<file path="src/rtl/rename_pkg.sv">
// rename_pkg: rename constants, tag types and the shared reset mapping used by the free list and the commit RAT.
package rename_pkg;
    localparam int PHYS_REGS = 64;
    localparam int ARCH_REGS = 32;
    localparam int PHYS_W = $clog2(PHYS_REGS);
    localparam int ARCH_W = $clog2(ARCH_REGS);
    typedef logic [PHYS_W-1:0] phys_tag_t;
    typedef logic [ARCH_W-1:0] arch_idx_t;
    // Arch reg i starts in phys reg i; the free list therefore starts with ARCH_REGS..PHYS_REGS-1.
    function automatic phys_tag_t reset_map(input int i);
        return phys_tag_t'(i);
    endfunction
endpackage

</file>
<file path="src/rtl/commit_release_unit_if.sv">
// commit_release_unit_if: commit handshake, free-list release port and flush.
interface commit_release_unit_if;
    import rename_pkg::*;
    logic commit_valid;
    logic commit_ready;
    logic commit_has_dest;
    arch_idx_t commit_rd;
    phys_tag_t commit_pd;
    logic free_valid;
    phys_tag_t free_pd;
    logic flush_valid;
    modport master (
        output commit_valid, commit_has_dest, commit_rd, commit_pd, flush_valid,
        input commit_ready, free_valid, free_pd
    );
    modport slave (
        input commit_valid, commit_has_dest, commit_rd, commit_pd, flush_valid,
        output commit_ready, free_valid, free_pd
    );
endinterface

</file>
<file path="src/rtl/release_fifo.sv">
// release_fifo: small circular queue of physical tags awaiting release; flush and reset empty it.
module release_fifo #(
    parameter int Q_DEPTH = 4,
    parameter int PHYS_W = 6
) (
    input  logic clk,
    input  logic rst_n,
    input  logic flush,
    input  logic push,
    input  logic pop,
    input  logic [PHYS_W-1:0] push_data,
    output logic [PHYS_W-1:0] head_data,
    output logic full,
    output logic empty
);
    localparam int PTR_W = $clog2(Q_DEPTH);
    logic [PHYS_W-1:0] mem [Q_DEPTH];
    logic [PTR_W-1:0] head, tail;
    logic [PTR_W:0] count;
    always_ff @(posedge clk) begin
        if (!rst_n || flush) begin
            head <= '0;
            tail <= '0;
            count <= '0;
        end else begin
            if (push) begin
                mem[tail] <= push_data;
                tail <= tail + 1'b1;
            end
            if (pop) head <= head + 1'b1;
            count <= count + {{PTR_W{1'b0}}, push} - {{PTR_W{1'b0}}, pop};
        end
    end
    assign empty = count == '0;
    assign full = count == (PTR_W+1)'(Q_DEPTH);
    assign head_data = empty ? '0 : mem[head];
endmodule

</file>
<file path="src/rtl/commit_release_unit.sv">
// commit_release_unit: committed RAT that releases each overwritten physical tag to the free list.
// Optional RELEASE_CHECK_EN adds a sticky err_double_free output.
module commit_release_unit
    import rename_pkg::*;
#(
    parameter int Q_DEPTH = 4
) (
    input logic clk,
    input logic rst_n,
    commit_release_unit_if.slave bus
`ifdef RELEASE_CHECK_EN
    ,
    output logic err_double_free
`endif
);
    phys_tag_t crat [ARCH_REGS];
    phys_tag_t old_pd;
    logic push, full, empty;
    assign bus.free_valid = rst_n && !empty && !bus.flush_valid;
    // A same-cycle pop frees a slot, so a full queue still accepts.
    assign bus.commit_ready = rst_n && !bus.flush_valid && (!full || bus.free_valid);
    assign push = bus.commit_valid && bus.commit_ready && bus.commit_has_dest && bus.commit_rd != '0;
    assign old_pd = crat[bus.commit_rd];
    always_ff @(posedge clk) begin
        if (!rst_n || bus.flush_valid) begin
            for (int i = 0; i < ARCH_REGS; i++) crat[i] <= reset_map(i);
        end else if (push) begin
            crat[bus.commit_rd] <= bus.commit_pd;
        end
    end
    release_fifo #(.Q_DEPTH(Q_DEPTH), .PHYS_W(PHYS_W)) u_fifo (
        .clk(clk),
        .rst_n(rst_n),
        .flush(bus.flush_valid),
        .push(push),
        .pop(bus.free_valid),
        .push_data(old_pd),
        .head_data(bus.free_pd),
        .full(full),
        .empty(empty)
    );
`ifdef RELEASE_CHECK_EN
    logic [PHYS_REGS-1:0] live_q;
    always_ff @(posedge clk) begin
        if (!rst_n) begin
            live_q <= '0;
            err_double_free <= 1'b0;
        end else if (bus.flush_valid) begin
            live_q <= '0;
        end else begin
            if (bus.free_valid) live_q[bus.free_pd] <= 1'b0;
            if (push) begin
                live_q[old_pd] <= 1'b1;
                if (live_q[old_pd] || old_pd == bus.commit_pd) err_double_free <= 1'b1;
            end
        end
    end
`endif
endmodule
</file>
<file path="src/flat_wrapper.sv">
// flat-port wrapper written by rule: the top's interface ports become plain ports
module commit_release_unit_flat import rename_pkg::*;
#(
    parameter int Q_DEPTH = 4
)
  (clk, rst_n, bus_commit_valid, bus_commit_has_dest, bus_commit_rd, bus_commit_pd, bus_flush_valid, bus_commit_ready, bus_free_valid, bus_free_pd);
  commit_release_unit_if bus_i ();
  input logic clk;
  input logic rst_n;
  input wire logic [$bits(bus_i.commit_valid)-1:0] bus_commit_valid;
  input wire logic [$bits(bus_i.commit_has_dest)-1:0] bus_commit_has_dest;
  input wire logic [$bits(bus_i.commit_rd)-1:0] bus_commit_rd;
  input wire logic [$bits(bus_i.commit_pd)-1:0] bus_commit_pd;
  input wire logic [$bits(bus_i.flush_valid)-1:0] bus_flush_valid;
  output wire logic [$bits(bus_i.commit_ready)-1:0] bus_commit_ready;
  output wire logic [$bits(bus_i.free_valid)-1:0] bus_free_valid;
  output wire logic [$bits(bus_i.free_pd)-1:0] bus_free_pd;
  assign bus_i.commit_valid = bus_commit_valid;
  assign bus_i.commit_has_dest = bus_commit_has_dest;
  assign bus_i.commit_rd = bus_commit_rd;
  assign bus_i.commit_pd = bus_commit_pd;
  assign bus_i.flush_valid = bus_flush_valid;
  assign bus_commit_ready = bus_i.commit_ready;
  assign bus_free_valid = bus_i.free_valid;
  assign bus_free_pd = bus_i.free_pd;
  commit_release_unit #(.Q_DEPTH(Q_DEPTH)) u_core (.clk(clk), .rst_n(rst_n), .bus(bus_i));
endmodule
</file>
<file path="config.mk">
export PLATFORM = sky130hd
export DESIGN_NAME = commit_release_unit_flat
export DESIGN_NICKNAME = d
export VERILOG_FILES = /design/src/rtl/rename_pkg.sv /design/src/rtl/commit_release_unit_if.sv /design/src/rtl/release_fifo.sv /design/src/rtl/commit_release_unit.sv /design/src/flat_wrapper.sv
export SDC_FILE = /design/constraint.sdc
export NUM_CORES = 1
export LEC_CHECK = 0
export CAP_MARGIN = 20
export CORE_AREA = 2 2 139 141
export CTS_CLUSTER_DIAMETER = 50
export CTS_CLUSTER_SIZE = 28
export DETAILED_ROUTE_END_ITERATION = 12
export DIE_AREA = 0 0 141 143
export PLACE_DENSITY = 0.75
export SLEW_MARGIN = 20
export SYNTH_ARGS = -nofsm -noshare
export SYNTH_HDL_FRONTEND = slang
export SYNTH_SLANG_ARGS = --single-unit
export TNS_END_PERCENT = 10
</file>
<file path="constraint.sdc">
create_clock -name clk -period 2.7 [get_ports clk]
set_input_delay 0.54 -clock clk [delete_from_list [all_inputs] [get_ports clk]]
set_output_delay 0.54 -clock clk [all_outputs]
set_load 0.05 [all_outputs]
</file>
* Yosys cells after proc, flatten, opt, wreduce, memory -nomap -nowiden
Memory sizes are Yosys's and may differ from the RTL's. A register that Yosys moved wholly into a read port is not among the register bits.
Cells that the tools add are included.
** Word-level totals
- Register bits :: 7
- Bits in writable memories :: 216
- Output and inout bits :: 8
- Word-level logic and storage cells :: 37
- Memories :: 2
** Operators by class
- Add/sub/neg operators :: 4
- Equality and inequality tests :: 1
- Muxes and demuxes :: 11
- Reductions and logical operators :: 16
** Memory list
- u_core.crat :: depth 32, bits a word 6, read ports 1, clocked after memory_dff 0, write ports 32, RTL line commit_release_unit.sv:16 : phys_tag_t crat [ARCH_REGS];
- u_core.u_fifo.mem :: depth 4, bits a word 6, read ports 1, clocked after memory_dff 1, write ports 1, RTL line release_fifo.sv:17 : logic [PHYS_W-1:0] mem [Q_DEPTH];
** Operators by type and width (count)
- $mux 6 :: 2
- $logic_and 1x1->1 :: 7
- $mux 1 :: 6
- $reduce_or 6->1 :: 1
- $mux 5 :: 1
- $reduce_bool 5->1 :: 1
- $add 2x1->2 const B :: 2
- $logic_not 1->1 :: 4
- $mux 2 :: 2
- $add 3x1->3 :: 1
- $eq 3x3->1 const B :: 1
- $logic_not 3->1 :: 1
- $sub 3x1->3 :: 1
- $logic_or 1x1->1 :: 2

* Depth between registers and ports, before layout
- Depth after elaboration :: 14
- Gate-level depth with buffers :: 11
- Mapped depth without buffers :: 10

* Hierarchy
Synthesis repeated with hierarchy kept, for this count alone.
** Unflattened totals
- Cells, all modules :: 807
- Area, all modules :: 10522.6 um2
** By module, submodules not included
- commit_release_unit :: instances 1, cells each 726, area an instance 9167.5 um2
- release_fifo :: instances 1, cells each 81, area an instance 1355.0 um2

* Worst setup path after synthesis
OpenSTA, ideal clock, no wires.
- Kind :: input to register
- Start point :: input rst_n
- End point :: register u_core.u_fifo.count[2]
- Library setup time :: 0.123 ns
- Data arrival time :: 3.121 ns
- Data required time :: 2.577 ns
- Path slack :: -0.543 ns
- Stages on the path :: 11
- Buffers on the path :: 1
- Path through :: nor2b_1 clkbuf_1 clkinv_1 nor2_1 ha_1 inv_1 ha_1 fa_1 xnor2_1 xnor2_1 nor2_1
** On the way
- Word-level cells in the longest chain between the ends :: 9
- Elaborated cells on any way between the ends :: 12
** Ends and longest elaborated chain
- from (decl) :: RTL line flat_wrapper.sv:9 : input logic rst_n;
- $logic_and 1x1->1 * (2 in series) :: RTL line commit_release_unit.sv:19 : assign bus.free_valid = rst_n && !empty && !bus.flush_valid;
- net bus_free_valid :: RTL line flat_wrapper.sv:16 : output wire logic [$bits(bus_i.free_valid)-1:0] bus_free_valid;
- $logic_or 1x1->1 :: RTL line commit_release_unit.sv:21 : assign bus.commit_ready = rst_n && !bus.flush_valid && (!full || bus.free_valid);
- $logic_and 1x1->1 :: RTL line commit_release_unit.sv:21
- $logic_and 1x1->1 (3 in series) :: RTL line commit_release_unit.sv:22 : assign push = bus.commit_valid && bus.commit_ready && bus.commit_has_dest && bus.commit_rd != '0;
- $add 3x1->3 :: RTL line release_fifo.sv:31 : count <= count + {{PTR_W{1'b0}}, push} - {{PTR_W{1'b0}}, pop};
- $sub 3x1->3 * :: RTL line release_fifo.sv:31
- to (signal assigned) :: RTL line release_fifo.sv:31
- to (decl) :: RTL line release_fifo.sv:19 : logic [PTR_W:0] count;
Mark *: on every way through the listed nets, which the timed path passes. The rest lies on a longest branch.
A chain may end at the register's enable or synchronous reset.

* Worst setup path in the final report
- Start point :: input bus_commit_rd[1]
- End point :: register u_core.u_fifo.count[2]
** On the way
- Word-level cells in the longest chain between the ends :: 4
** Ends and longest elaborated chain
- from (decl) :: RTL line flat_wrapper.sv:12 : input wire logic [$bits(bus_i.commit_rd)-1:0] bus_commit_rd;
- $reduce_bool 5->1 :: RTL line commit_release_unit.sv:22
- $logic_and 1x1->1 :: RTL line commit_release_unit.sv:22
- $add 3x1->3 :: RTL line release_fifo.sv:31
- $sub 3x1->3 :: RTL line release_fifo.sv:31
No other way between the ends.

==> metrics.txt <==
# TYPE chip_impl_metric gauge
chip_impl_metric{name="die_height",unit="µm"} 143
chip_impl_metric{name="synthesis.yosys.warnings",unit=""} 0
chip_impl_metric{name="clk_transition_reported_paths",unit="ns"} 0.08
chip_impl_metric{name="synth-seq-area-share",unit="%"} 64.5
chip_impl_metric{name="wire_per_inst",unit="µm"} 21.3
chip_impl_info{name="worst_hold_path_startpoint",value="u_core.u_fifo.tail[1]"} 1
chip_impl_metric{name="route.met3.wl",unit="mm"} 1.94
chip_impl_metric{name="rows",unit=""} 50
chip_impl_metric{name="cts_buffer_depth",unit=""} 3
chip_impl_metric{name="core_region_area",unit="mm²"} 0.0186
chip_impl_metric{name="initial_utilization",unit="%"} 55.6
chip_impl_metric{name="place.port_buffers",unit=""} 23
chip_impl_metric{name="route.final.wire_length",unit="mm"} 23.7
chip_impl_metric{name="number_of_slew_limit_violations_in_the_final_report",unit=""} 0
chip_impl_metric{name="hpwlAfterDp",unit="mm"} 16.1
chip_impl_metric{name="skew",unit="ns"} 0.0234
chip_impl_info{name="synthTopCellsByArea",value="sky130_fd_sc_hd__edfxtp_1 63%, sky130_fd_sc_hd__mux2i_1 9.3%, sky130_fd_sc_hd__o22ai_1 2.9%"} 1
chip_impl_metric{name="post-synth-top-area-fraction",unit="%"} 62.7
chip_impl_info{name="route.top_layer_used",value="met4"} 1
chip_impl_metric{name="flow.area_growth_from_synthesis",unit="%"} 16.4
chip_impl_metric{name="vias_per_cell",unit=""} 6.15
chip_impl_metric{name="timing.max_cap.violations",unit=""} 0
chip_impl_metric{name="synth.distinct_cells",unit=""} 40
chip_impl_metric{name="crit_required",unit="ns"} 3.10
chip_impl_info{name="cts_root_buf",value="sky130_fd_sc_hd__clkbuf_16"} 1
chip_impl_info{name="startpoint_type",value="input pin"} 1
chip_impl_metric{name="cts_max_level",unit=""} 1
chip_impl_info{name="status",value="complete, no violations"} 1
chip_impl_metric{name="synth-async-reset-ratio",unit="%"} 0
chip_impl_metric{name="static-leakage-power",unit="nW"} 4.30
chip_impl_metric{name="num-nets-final",unit=""} 890
chip_impl_metric{name="setup_tns",unit="ns"} 0
chip_impl_metric{name="number_of_synthesized_flops_with_an_enable_pin",unit=""} 216
chip_impl_metric{name="remaining_routing_drc_violations",unit=""} 0
chip_impl_info{name="grt_setup_unrepaired",value="no"} 1
chip_impl_info{name="timing.setup.critical_path_class",value="input pin to register"} 1
chip_impl_info{name="final_common_cell",value="sky130_fd_sc_hd__edfxtp_1"} 1
chip_impl_info{name="clock_tree_from_tritoncts",value="done"} 1
chip_impl_metric{name="grt_antenna_before_repair",unit=""} 0
chip_impl_info{name="postSynth.topFlopCell",value="sky130_fd_sc_hd__edfxtp_1"} 1
chip_impl_metric{name="totalPowerFinal",unit="mW"} 7.51
chip_impl_metric{name="met1Wirelength",unit="mm"} 9.28
chip_impl_metric{name="ir_drop",unit="V"} 0.000439
chip_impl_metric{name="fp.dieW",unit="µm"} 141
chip_impl_metric{name="overflow",unit=""} 0
chip_impl_metric{name="synth.ff_latch_count",unit=""} 225
chip_impl_info{name="synth_largest_area_cell",value="sky130_fd_sc_hd__edfxtp_1"} 1
chip_impl_info{name="worst_hold_path_type",value="register to register"} 1
chip_impl_metric{name="timing.final.crit_share",unit="%"} 95.9
chip_impl_metric{name="first_pass_iters",unit=""} 5
chip_impl_info{name="whs_endpoint",value="u_core.u_fifo.tail[1]"} 1
chip_impl_metric{name="first_pass_grt_wire_length",unit="mm"} 37.4
chip_impl_metric{name="worst_pin_slew",unit="ns"} 0.562
chip_impl_metric{name="fp.dieArea",unit="mm²"} 0.0202
chip_impl_metric{name="max_freq",unit="MHz"} 386
chip_impl_info{name="timing.critical_path.to_type",value="register"} 1
chip_impl_metric{name="met2_wl",unit="mm"} 11.7
chip_impl_metric{name="first_global_vias",unit=""} 6988
chip_impl_metric{name="worst_case_register_to_register_setup_slack",unit="ns"} 0.51
chip_impl_metric{name="cp.arrival",unit="ns"} 2.99
chip_impl_metric{name="cts.sink_count",unit=""} 225
chip_impl_metric{name="timing_hold_violations_final",unit=""} 0
chip_impl_metric{name="synth_area_per_cell",unit="µm²"} 13.0
chip_impl_metric{name="place_congestion",unit=""} 0.927
chip_impl_metric{name="antenna_violating_nets_post_route",unit=""} 0
chip_impl_metric{name="dr.first_iter.drc_count",unit=""} 648
chip_impl_metric{name="fin_cells",unit=""} 1115
chip_impl_metric{name="mappedNetlistArea",unit="mm²"} 0.0103
chip_impl_metric{name="ff2ff_path_depth",unit=""} 9
chip_impl_metric{name="vias",unit=""} 6861
chip_impl_metric{name="finalHoldWorstSlack",unit="ns"} 0.534
chip_impl_metric{name="setup_viol",unit=""} 0
chip_impl_metric{name="min_period",unit="ns"} 2.59
chip_impl_metric{name="slew_headroom",unit="%"} 62.2
chip_impl_info{name="layout_common_cells",value="216 x sky130_fd_sc_hd__edfxtp_1, 96 x sky130_fd_sc_hd__mux2i_1, 93 x sky130_fd_sc_hd__buf_4"} 1
chip_impl_metric{name="critical_path_peak_fanout",unit=""} 2
chip_impl_info{name="worst_r2r_endpoint",value="u_core.u_fifo.count[2]"} 1
chip_impl_metric{name="insertedDiodeCount",unit=""} 0
chip_impl_metric{name="globalRouteTotalUtil",unit="%"} 24.3
chip_impl_metric{name="place.detailed.instances",unit=""} 1079
chip_impl_info{name="worst_r2r_startpoint",value="u_core.u_fifo.count[1]"} 1
chip_impl_metric{name="floorplan.io_pins",unit=""} 24
chip_impl_metric{name="power_density",unit="mW/mm²"} 624
chip_impl_metric{name="synthesis.instances",unit=""} 798
chip_impl_metric{name="dp_slack",unit="ns"} -0.431
chip_impl_metric{name="holdPathStages",unit=""} 2
chip_impl_metric{name="layout-drive-gt1-share",unit="%"} 17.7
chip_impl_metric{name="post-route-worst-setup-slack",unit="ns"} 0.109
chip_impl_metric{name="numCtsBuffers",unit=""} 20
chip_impl_metric{name="grt_max_degree",unit=""} 35
chip_impl_metric{name="worst_skew_pair_later_pin_latency",unit="ns"} 0.51
[per-layer routing]
metal / vias to the layer above / GRT usage (%)
met5: - / 0
met2: 306 / 41.3
met4: 0 / 9.79
met1: 3360 / 30.9
met3: 65 / 4.59
li1: 3130 / -
[power by group]
part           leakage, nW  total (mW)  internal [mW]  switching, mW
sequential            2.23        4.03           3.98         0.0487
clock                0.321        2.90           1.57           1.32
combinational         1.75       0.581          0.216          0.365
[cell families (layout without fill, tap and decap cells)]
kind of cell	Yosys count	count (layout)	share of synthesized area [%]
mux	102	102	10.6
buf+inv	85	163	3.36
xor+xnor	4	4	0.339
flops	225	225	64.5
simple gates	303	303	16.2
compound gates	71	71	4.04
other cells	1	6	0.0363
fa+ha+maj	7	7	0.920
[registers in the layout, summed over array words and instances, names as in the netlist, named ones only]
| name | cells |
|---|---|
| u_core.crat | 192 |
| u_core.u_fifo.count | 3 |
| u_core.u_fifo.head | 2 |
| u_core.u_fifo.mem | 24 |
| u_core.u_fifo.tail | 2 |
[worst max-delay path, stage by stage]
cell and delay (ns):
sky130_fd_sc_hd__clkdlybuf4s50_1 0.43, sky130_fd_sc_hd__or4_1 0.56, sky130_fd_sc_hd__o21a_1 0.23, sky130_fd_sc_hd__inv_1 0.09, sky130_fd_sc_hd__ha_1 0.14, sky130_fd_sc_hd__inv_1 0.04, sky130_fd_sc_hd__ha_1 0.20, sky130_fd_sc_hd__fa_2 0.38
sky130_fd_sc_hd__xnor2_2 0.17, sky130_fd_sc_hd__xnor2_1 0.14, sky130_fd_sc_hd__nor2_1 0.06
[worst max-delay path by stage]
| stage | start | to | slack [ns] |
|---|---|---|---|
| after global routing | bus_commit_rd[1] | u_core.u_fifo.count[2] | 0.01 |
| after floorplan | bus_commit_rd[1] | u_core.u_fifo.count[2] | 0.02 |
| after CTS | bus_commit_rd[1] | u_core.u_fifo.count[2] | 0.09 |
| after detailed placement | bus_commit_rd[1] | u_core.u_fifo.count[2] | -0.43 |
| after global placement | bus_commit_rd[1] | u_core.u_fifo.count[2] | -0.36 |
| final | bus_commit_rd[1] | u_core.u_fifo.count[2] | 0.11 |
[cell usage after synthesis (2+ instances only)]
master	number
sky130_fd_sc_hd__edfxtp_1	216
sky130_fd_sc_hd__mux2i_1	96
sky130_fd_sc_hd__nor3_1	58
sky130_fd_sc_hd__clkbuf_1	53
sky130_fd_sc_hd__nand2_1	49
sky130_fd_sc_hd__o22ai_1	48
sky130_fd_sc_hd__or3_1	44
sky130_fd_sc_hd__and2_1	42
sky130_fd_sc_hd__nor2_1	34
sky130_fd_sc_hd__o21ai_0	21
sky130_fd_sc_hd__nor4_1	16
sky130_fd_sc_hd__nor2b_1	12
sky130_fd_sc_hd__buf_2	11
sky130_fd_sc_hd__inv_1	11
sky130_fd_sc_hd__nand3_1	10
sky130_fd_sc_hd__dfxtp_1	9
sky130_fd_sc_hd__buf_1	7
sky130_fd_sc_hd__nand2b_1	7
sky130_fd_sc_hd__ha_1	6
sky130_fd_sc_hd__mux4_2	6
sky130_fd_sc_hd__nand4bb_1	6
sky130_fd_sc_hd__and3_1	5
sky130_fd_sc_hd__nand4b_1	4
sky130_fd_sc_hd__or4b_2	4
sky130_fd_sc_hd__xnor2_1	4
sky130_fd_sc_hd__or2_2	3
sky130_fd_sc_hd__buf_6	2
sky130_fd_sc_hd__nand3b_1	2
[through the flow]
stage	cell area [µm²]	utilization, %
after CTS	12000	64.7
final	12000	64.8
after global routing	12000	64.8
after floorplan	10400	-
after global placement	11400	61.1
after detailed placement	11400	61.1
[repair_timing]
item | in CTS | in global routing
setup buffers | 0 | 0
gates resized for setup | 0 | 1
setup endpoints to repair | 0 | 1
hold buffers | 0 | 0
[final cells by class]
| cell class | count | area [µm²] |
|---|---|---|
| sequential | 225 | 6670 |
| fill | 1385 | 6540 |
| multi-input combinational | 493 | 3360 |
| timing repair buffer | 115 | 998 |
| clock buffer | 22 | 529 |
| tap | 234 | 293 |
| clock inverter | 14 | 141 |
| inverter | 12 | 46.3 |
(Power assumes the default switching activity.)
